**src/rtl/selen_wb_arbiter_pkg.sv**
```systemverilog
// Shared encodings and defaults for the two-master Wishbone arbiter.
// Widths mirror the core-wide address/data width defines.
package selen_wb_arbiter_pkg;

    localparam int CORE_ADDR_WIDTH = 32;
    localparam int CORE_DATA_WIDTH = 32;

    typedef enum logic {
        ARB_IDLE = 1'b0,
        ARB_BUSY = 1'b1
    } arb_state_e;

    localparam logic ARB_M0 = 1'b0;
    localparam logic ARB_M1 = 1'b1;

    localparam int ARB_TIMEOUT_DEFAULT = 255;
    localparam int ARB_CW_DEFAULT      = 8;

    function automatic logic [1:0] arb_onehot(input logic idx);
        return idx ? 2'b10 : 2'b01;
    endfunction

endpackage

```
**src/rtl/selen_wb_wdog.sv**
```systemverilog
// Bus watchdog: counts unterminated strobe cycles and flags expiry on the
// cycle the count reaches TIMEOUT-1 without a slave termination.
module selen_wb_wdog
    import selen_wb_arbiter_pkg::*;
#(
    parameter int TIMEOUT = ARB_TIMEOUT_DEFAULT,
    parameter int CW      = ARB_CW_DEFAULT
) (
    input  logic clk,
    input  logic rst,
    input  logic active_i,
    input  logic term_i,
    output logic expire_o
);

    logic [CW-1:0] cnt_q;
    logic [CW-1:0] cnt_d;

    assign expire_o = active_i && !term_i && (cnt_q == CW'(TIMEOUT - 1));

    // Expiry clears too, so a master that keeps strobing gets a full new window.
    always_comb begin
        cnt_d = cnt_q;
        if (!active_i || term_i || expire_o) begin
            cnt_d = '0;
        end else begin
            cnt_d = cnt_q + CW'(1);
        end
    end

    always_ff @(posedge clk or posedge rst) begin
        if (rst) begin
            cnt_q <= '0;
        end else begin
            cnt_q <= cnt_d;
        end
    end

endmodule

```
**src/rtl/selen_wb_arbiter.sv**
```systemverilog
// Two-master, one-slave Wishbone B4 classic arbiter with round-robin grant,
// bus lock for the duration of CYC and a watchdog that answers stalls with ERR.
module selen_wb_arbiter
    import selen_wb_arbiter_pkg::*;
#(
    parameter int AW      = CORE_ADDR_WIDTH,
    parameter int DW      = CORE_DATA_WIDTH,
    parameter int TIMEOUT = ARB_TIMEOUT_DEFAULT,
    parameter int CW      = ARB_CW_DEFAULT
) (
    input  logic            clk,
    input  logic            rst,
    input  logic [AW-1:0]   m0_adr_i,
    input  logic [DW-1:0]   m0_dat_i,
    output logic [DW-1:0]   m0_dat_o,
    input  logic            m0_we_i,
    input  logic [DW/8-1:0] m0_sel_i,
    input  logic            m0_stb_i,
    input  logic            m0_cyc_i,
    output logic            m0_ack_o,
    output logic            m0_err_o,
    output logic            m0_rty_o,
    input  logic [AW-1:0]   m1_adr_i,
    input  logic [DW-1:0]   m1_dat_i,
    output logic [DW-1:0]   m1_dat_o,
    input  logic            m1_we_i,
    input  logic [DW/8-1:0] m1_sel_i,
    input  logic            m1_stb_i,
    input  logic            m1_cyc_i,
    output logic            m1_ack_o,
    output logic            m1_err_o,
    output logic            m1_rty_o,
    output logic [AW-1:0]   s_adr_o,
    output logic [DW-1:0]   s_dat_o,
    output logic            s_we_o,
    output logic [DW/8-1:0] s_sel_o,
    output logic            s_stb_o,
    output logic            s_cyc_o,
    input  logic [DW-1:0]   s_dat_i,
    input  logic            s_ack_i,
    input  logic            s_err_i,
    input  logic            s_rty_i,
    output logic [1:0]      gnt_o,
    output logic            timeout_o
);

    arb_state_e state_q, state_d;
    logic [1:0] gnt_q, gnt_d;
    logic       last_q, last_d;

    logic [AW-1:0]   m_adr [2];
    logic [DW-1:0]   m_dat [2];
    logic            m_we  [2];
    logic [DW/8-1:0] m_sel [2];
    logic            m_stb [2];
    logic            m_cyc [2];
    logic            m_ack [2];
    logic            m_err [2];
    logic            m_rty [2];

    assign m_adr[0] = m0_adr_i;  assign m_adr[1] = m1_adr_i;
    assign m_dat[0] = m0_dat_i;  assign m_dat[1] = m1_dat_i;
    assign m_we[0]  = m0_we_i;   assign m_we[1]  = m1_we_i;
    assign m_sel[0] = m0_sel_i;  assign m_sel[1] = m1_sel_i;
    assign m_stb[0] = m0_stb_i;  assign m_stb[1] = m1_stb_i;
    assign m_cyc[0] = m0_cyc_i;  assign m_cyc[1] = m1_cyc_i;

    logic busy;
    logic gidx;
    logic cyc_g;
    logic stb_g;
    logic term;
    logic expire;

    assign busy  = (state_q == ARB_BUSY);
    assign gidx  = gnt_q[1];
    assign cyc_g = m_cyc[gidx];
    assign stb_g = m_stb[gidx];
    assign term  = s_ack_i || s_err_i || s_rty_i;

    selen_wb_wdog #(
        .TIMEOUT (TIMEOUT),
        .CW      (CW)
    ) u_wdog (
        .clk      (clk),
        .rst      (rst),
        .active_i (busy && cyc_g && stb_g),
        .term_i   (term),
        .expire_o (expire)
    );

    assign timeout_o = expire;
    assign gnt_o     = gnt_q;

    always_comb begin
        state_d = state_q;
        gnt_d   = gnt_q;
        last_d  = last_q;
        case (state_q)
            ARB_IDLE: begin
                if (m0_cyc_i && m1_cyc_i) begin
                    state_d = ARB_BUSY;
                    gnt_d   = arb_onehot((last_q == ARB_M0) ? ARB_M1 : ARB_M0);
                end else if (m0_cyc_i) begin
                    state_d = ARB_BUSY;
                    gnt_d   = arb_onehot(ARB_M0);
                end else if (m1_cyc_i) begin
                    state_d = ARB_BUSY;
                    gnt_d   = arb_onehot(ARB_M1);
                end
            end
            ARB_BUSY: begin
                if (!cyc_g) begin
                    state_d = ARB_IDLE;
                    gnt_d   = 2'b00;
                    last_d  = gidx;
                end
            end
            default: begin
                state_d = ARB_IDLE;
                gnt_d   = 2'b00;
            end
        endcase
    end

    // Reset parks last on m1 so m0 wins the first tie.
    always_ff @(posedge clk or posedge rst) begin
        if (rst) begin
            state_q <= ARB_IDLE;
            gnt_q   <= 2'b00;
            last_q  <= ARB_M1;
        end else begin
            state_q <= state_d;
            gnt_q   <= gnt_d;
            last_q  <= last_d;
        end
    end

    always_comb begin
        s_adr_o = '0;
        s_dat_o = '0;
        s_we_o  = 1'b0;
        s_sel_o = '0;
        s_stb_o = 1'b0;
        s_cyc_o = 1'b0;
        if (busy) begin
            s_adr_o = m_adr[gidx];
            s_dat_o = m_dat[gidx];
            s_we_o  = m_we[gidx];
            s_sel_o = m_sel[gidx];
            s_stb_o = stb_g && !expire;
            s_cyc_o = cyc_g;
        end
    end

    genvar gi;
    generate
        for (gi = 0; gi < 2; gi++) begin : g_resp
            assign m_ack[gi] = busy && gnt_q[gi] && s_ack_i;
            assign m_err[gi] = busy && gnt_q[gi] && (s_err_i || expire);
            assign m_rty[gi] = busy && gnt_q[gi] && s_rty_i;
        end
    endgenerate

    assign m0_ack_o = m_ack[0];
    assign m0_err_o = m_err[0];
    assign m0_rty_o = m_rty[0];
    assign m1_ack_o = m_ack[1];
    assign m1_err_o = m_err[1];
    assign m1_rty_o = m_rty[1];
    assign m0_dat_o = s_dat_i;
    assign m1_dat_o = s_dat_i;

endmodule

```
**config.mk**
```make
export PLATFORM = sky130hd
export DESIGN_NAME = selen_wb_arbiter
export DESIGN_NICKNAME = d
export VERILOG_FILES = /design/src/rtl/selen_wb_arbiter_pkg.sv /design/src/rtl/selen_wb_wdog.sv /design/src/rtl/selen_wb_arbiter.sv
export SDC_FILE = /design/constraint.sdc
export NUM_CORES = 1
export LEC_CHECK = 0
export BUFFER_PORTS_ARGS = -buffer_cell sky130_fd_sc_hd__buf_2
export CAP_MARGIN = 20
export CORE_AREA = 2 2 126 128
export CTS_CLUSTER_SIZE = 8
export DETAILED_ROUTE_END_ITERATION = 12
export DIE_AREA = 0 0 128 130
export GPL_TIMING_DRIVEN = 0
export PLACE_DENSITY_LB_ADDON = 0.12
export RECOVER_POWER = 100
export SETUP_SLACK_MARGIN = 0.4
export SLEW_MARGIN = 20
export SYNTH_ARGS = -nofsm -noshare
export SYNTH_HDL_FRONTEND = slang
export SYNTH_SLANG_ARGS = --single-unit
```
**constraint.sdc**
```tcl
create_clock -name clk -period 1.8 [get_ports clk]
set_input_delay 0.36 -clock clk [delete_from_list [all_inputs] [get_ports clk]]
set_output_delay 0.36 -clock clk [all_outputs]
set_load 0.01 [all_outputs]
```
==> results.md, run 1 <==
* Post-synthesis sequential area ratio at 0.132
* Vias in the first global route at between 2000 and 3000
* Ys async rst share at 1.00
* Pins Over Slew Limit at 0
* Stages on worst setup path at 7
* RSZ-0062 raised after global routing: yes
* Reg clk slew, reported paths at 0.05 ns
* Crit Path Class: reg -> out
* CORE AREA at between 15000 and 20000 um^2
* Pre-Repair DR Iteration Count at 4
* Lkg Pwr at 2.45 nW
* YS warnings at 0
* Area growth syn-to-layout at 101%
* Largest area contributor in the netlist: mux2i_1
* Layout cells sized above 1 at 0.593
* Num CTS Buffers at 3
* Multi-input logic area at about 1500 um^2
* Seq cells post-synth at 12
* Final GP Congestion at 0.751
* Total GRT Usage at 0.127
* Max FO, Critical Path at 7
* WL/cell at 15.4 um
* Pre-CTS WS at -0.175 ns
* Yosys cell types at 34
* Delay of the slowest critical-path stage at 0.38 ns
* Initial Utilization at 0.148
* Worst Setup End Kind: output port
* Worst endpoint required time at 1.44 ns
* CP startpoint kind: flop
* Worst slew pin tran at 0.505 ns
* Syn nets at 478
* Fillers at 1747
* Relative slew slack at 0.663
* Fin util at 0.297
* CP Cell Sequence: buf_6 -> buf_6 -> buf_12 -> buf_12 -> mux2i_1 -> nor2_1 -> buf_2
* Largest net degree at the start of global routing at 13
* IO Port Bufs at 290
* Nets at ~800
* EDFF count, synth at 0
* Max H-tree Level at 1
* Clk buf depth at 2
* Total power at 0.00359 W
* Total number of vias at 3107
* Via/cell ratio at 3.84
* Register Area at 307 um^2
* Commonest cells in the netlist: nor2_1 (74), buf_4 (70), mux2i_1 (70)
* Area share of the leading cell type in the synthesized netlist at 0.308
* Maxcap violations at 0
* Average size of a mapped cell at about 7.7 um^2
* Fmax at just over 0.5 GHz
* Post-DRT Antenna Nets at 0
* Skew final at 0.00214 ns
* Cell row count at 46
* Critical Path AT at 1.63 ns
* Buf+Inv Stages, Crit Path at 5
* Worst min-delay path class: in -> async
* Antenna violations before repair at 1
* Status: finished, violations left
* Die Wd at 128 um
* Pwr dens at 784 nW/um^2
* Cell family with most CP delay: buffers and inverters
* Final setup fails at 62
* Worst r2r path cells at 7
* GRT overflow at 0
* Die span in y at 130 um
* Drt initial violations at 36
* Worst vdd ir at 352 uV
* DPL Wire Length at 10.4 mm
* CTS Root Cell: clkbuf_16
* Largest cells by area after synthesis: mux2i_1 (31%), buf_4 (23%), nor2_1 (12%)
* Sinks on Clock Net at 12
* Top-count cell post-synth: nor2_1
* IO Pins at around 320
* Fin crit period at 1.99 ns
* DR DRC count at 0
* Post-route clock period utilization at 1.10
* Post-Synthesis Cells at a little under 300
* Failing checks: negative setup slack
* CTS tree: yes
* Clock Latency Late Sink at 0.24 ns
* First-pass GRT wire length at 16.5 mm
* Final worst-path setup slack at -0.189 ns
* Hold Vio Cnt, Final at 0
* Slowest CP cell: dfrtp_1
* Die ar. at approximately 17000 um^2
* Routed WL at 12.4 mm
* Synthesized area at 2280 um^2
* Top FF cell, synth: dfrtp_1
report_power, final:
part	switching [W]	internal, W
sequential	0.0000345	0.000311
clock	0.000125	0.000336
combinational	0.00131	0.00148
total	0.00147	0.00212
per-stage QoR:
stage	area (um^2)	std cells	setup TNS (ns)	hold WS (ns)
after global routing	4580	809	-10.71	0.182
after detailed placement	4000	779	-3.77	0.428
after CTS	4360	793	-7.62	0.172
final	4580	810	-5.62	0.143
after floorplan	2310	297	0	0.224
after global placement	4000	779	-2.20	0.417
cells by family (layout without fill, tap and decap cells):
kind of cell | after synthesis | in the layout | synth area share
xor+xnor | 3 | 3 | 0.0115
compound gates | 17 | 17 | 0.0594
fa+ha+maj | 2 | 2 | 0.0110
flops | 12 | 12 | 0.132
simple gates | 105 | 105 | 0.203
other cells | 0 | 1 | 0
mux | 72 | 72 | 0.319
buf+inv | 86 | 406 | 0.263
path summary, 6_finish.rpt:
| kind | from | end | slack (ns) |
|---|---|---|---|
| worst max-delay path | gnt_o[1] | s_adr_o[14] | -0.19 |
| worst min-delay path | rst | u_wdog.cnt_q[6] | 0.14 |
| worst max register to register | gnt_o[1] | u_wdog.cnt_q[7] | 0.18 |
| worst min register to register | last_q | last_q | 0.50 |
| max in group asynchronous | rst | u_wdog.cnt_q[2] | 1.29 |
| min in group clk | m1_cyc_i | busy | 0.44 |
repair_timing:
action / 4_1_cts / 5_1_grt
cloned: 1 / 5
endpoints found under the setup margin: 86 / 86
setup buffers: 9 / 11
pin swaps: 5 / 9
hold buffers: 0 / 0
resized for setup: 52 / 24
registers in the layout, indices dropped and copies added, names as in the netlist:
register	count
gnt_o	2
u_wdog.cnt_q	8
busy	1
last_q	1
cell type report:
cell class | instances | share of cell area
sequential | 12 | 0.0670
inverter | 3 | 0.00246
multi-input combinational | 199 | 0.326
tap | 192 | 0.0525
clock buffer | 4 | 0.0194
timing repair buffer | 316 | 0.371
antenna | 1 | 0.000547
buffer | 83 | 0.161
cells in the final DEF, fill, tap and decap left out, types with 3 or more instances in the layout:
cell type  Yosys  layout
clkbuf_8       0       4
clkbuf_2       0       3
mux2i_1       70      68
clkbuf_1       7      64
and3_1         4       4
dfrtp_1       11       7
buf_6          1       6
nor3_4         0       4
nand3_1        6       5
a21oi_1        6       5
nand2_1        6       6
nor2_1        74      72
buf_4         70      78
clkbuf_16      0       8
buf_12         0       7
dfrtp_2        0       4
o21ai_0        4       4
buf_2          5     226
buf_8          0       5
per-layer routing:
layer,global-route usage,part of all wire,vias to the layer above
met2,0.251,0.55,132
met5,0,0,-
met4,0.00711,0.0038,0
met3,0.0398,0.072,2
met1,0.140,0.37,1390
li1,-,-,1583
worst reg2reg max path, stage by stage, from the launching register on:
cell	delay [ns]
dfrtp_1	0.38
buf_6	0.14
mux2i_4	0.18
nand4b_4	0.20
buf_8	0.16
buf_4	0.13
buf_12	0.14
a311oi_2	0.18
Note: power is estimated with default switching activity, not from simulation.
==> run 2: changes to the inputs <==
--- a/config.mk
+++ b/config.mk
@@ -7,10 +7,13 @@
 export LEC_CHECK = 0
 export BUFFER_PORTS_ARGS = -buffer_cell sky130_fd_sc_hd__buf_2
 export CAP_MARGIN = 20
-export CORE_AREA = 2 2 126 128
+export CELL_PAD_IN_SITES_DETAIL_PLACEMENT = 1
+export CELL_PAD_IN_SITES_GLOBAL_PLACEMENT = 1
+export CORE_ASPECT_RATIO = 0.5
+export CORE_MARGIN = 2
+export CORE_UTILIZATION = 18
 export CTS_CLUSTER_SIZE = 8
 export DETAILED_ROUTE_END_ITERATION = 12
-export DIE_AREA = 0 0 128 130
 export GPL_TIMING_DRIVEN = 0
 export PLACE_DENSITY_LB_ADDON = 0.12
 export RECOVER_POWER = 100
==> results.md, run 2 (synthesized netlist as in run 1, its figures left out) <==
* Worst slew pin tran at 0.491 ns
* Pre-CTS WS at -0.145 ns
* Nets at slightly below 800
* Final worst-path setup slack at -0.177 ns
* CP startpoint kind: flop
* Fillers at 1589
* RSZ-0062 raised after global routing: yes
* Sinks on Clock Net at 12
* Routed WL at 11.5 mm
* DR DRC count at 0
* CTS Hold Bufs at 0
* Most frequent cells in the layout: buf_2 (224), buf_4 (79), nor2_1 (72)
* GRT overflow at 0
* Initial Utilization at 0.188
* Failing checks: negative setup slack
* Biggest register: u_wdog.cnt_q
* Layout cells sized above 1 at 0.596
* Max reg flops at 8
* WL/cell at 14.8 um
* Pre-Repair DR Iteration Count at 3
* Fmax at approximately 0.5 GHz
* Worst r2r src: gnt_o[1]
* Crit path from: gnt_o[1]
* Clock Latency Late Sink at 0.24 ns
* Post-route clock period utilization at 1.10
* Post-DP Area at 3970 um^2
* CORE AREA at between 10000 and 15000 um^2
* Max H-tree Level at 1
* Final setup fails at 59
* R2r setup slk at approximately 0.19 ns
* Num CTS Buffers at 3
* Vias in the first global route at 3314
* Max FO, Critical Path at 4
* Reg clk slew, reported paths at 0.04 ns
* Die span in y at about 84 um
* Antenna violations before repair at 0
* Crit Path Class: reg -> out
* Worst r2r path cells at 7
* Hold Vio Cnt, Final at 0
* Critical Path AT at roughly 1.6 ns
* Pins Over Slew Limit at 0
* Worst Setup End Kind: output port
* IO Pins at between 300 and 400
* Relative slew slack at 0.672
* Maxcap violations at 0
* Die Wd at 163 um
* Commonest non-fill, non-tap cell in the layout: buf_2
* IO Port Bufs at 290
* Worst r2r dst: u_wdog.cnt_q[7]
* Clk buf depth at 2
* Drt initial violations at between 50 and 60
* Worst vdd ir at 371 uV
* Total number of vias at about 3100
* CTS tree: yes
* Area growth syn-to-layout at 96.2%
* Status: finished, violations left
* Ant. Diodes at 0
* Worst min-delay path class: in -> async
* Total GRT Usage at 0.156
* Pwr dens at 778 nW/um^2
* Fin crit period at 1.98 ns
* Total power at 0.00347 W
* Largest net degree at the start of global routing at 13
* Skew final at 0.00301 ns
* CTS Root Cell: clkbuf_16
* Post-DRT Antenna Nets at 0
* Final instance area at 4470 um^2
* Via/cell ratio at 4.01
* Final GP Congestion at 0.773
* Worst endpoint required time at ~1.4 ns
* Cell row count at 28
* Die ar. at approximately 14000 um^2
* Lkg Pwr at about 2.4 nW
* DPL Wire Length at 9.67 mm
* First-pass GRT wire length at 17.3 mm
==> run 2: layout make-up <==
type,instances,area [um^2],area share
flip-flops and latches,12,305,0.0684
clock buffers,4,78.8,0.0177
inverters,3,11.3,0.00252
multi-input cells,199,1500,0.336
plain buffers,83,742,0.166
repair buffers,310,1620,0.363
well taps,165,206,0.0462
==> run 2: worst max-delay path by stage <==
stage                    end
floorplan           m0_err_o
global placement     s_stb_o
detailed placement   s_stb_o
CTS                 m0_err_o
global route        m0_err_o
finish              m0_err_o
==> run 2: stage by stage <==
stage | hold WS (ns) | cells | util | setup TNS [ns]
finish | 0.139 | 776 | 0.369 | -7.20
global route | 0.184 | 776 | 0.369 | -12.85
floorplan | 0.224 | 297 | - | 0
CTS | 0.170 | 768 | 0.361 | -7.90
global placement | 0.411 | 752 | 0.328 | -1.50
detailed placement | 0.418 | 752 | 0.328 | -2.22
==> run 2: per-layer routing <==
metal,vias to the layer above,wire (um),global-route usage
met5,-,0,0
li1,1572,-,-
met4,0,163,0.0265
met3,12,636,0.0258
met1,1414,4200,0.161
met2,111,6490,0.330
==> run 2: repair_timing <==
item,4_1_cts,5_1_grt
cloned,2,2
pin swaps,4,7
setup buffers,10,6
resized for setup,55,23
endpoints found under the setup margin,85,86
endpoints found under the hold margin,0,0
==> run 2: power by group <==
group | switching (W) | internal (W) | total, W
Clock | 0.000110 | 0.000298 | 0.000408
Combinational | 0.00126 | 0.00146 | 0.00272
Sequential | 0.0000386 | 0.000312 | 0.000350
==> run 2: critical path: stages, from the launching register on <==
cell and delay (ns):
dfrtp_1 0.38, buf_6 0.14, mux2i_4 0.18, nand4b_4 0.20, buf_8 0.16, o31ai_4 0.15
buf_2 0.16
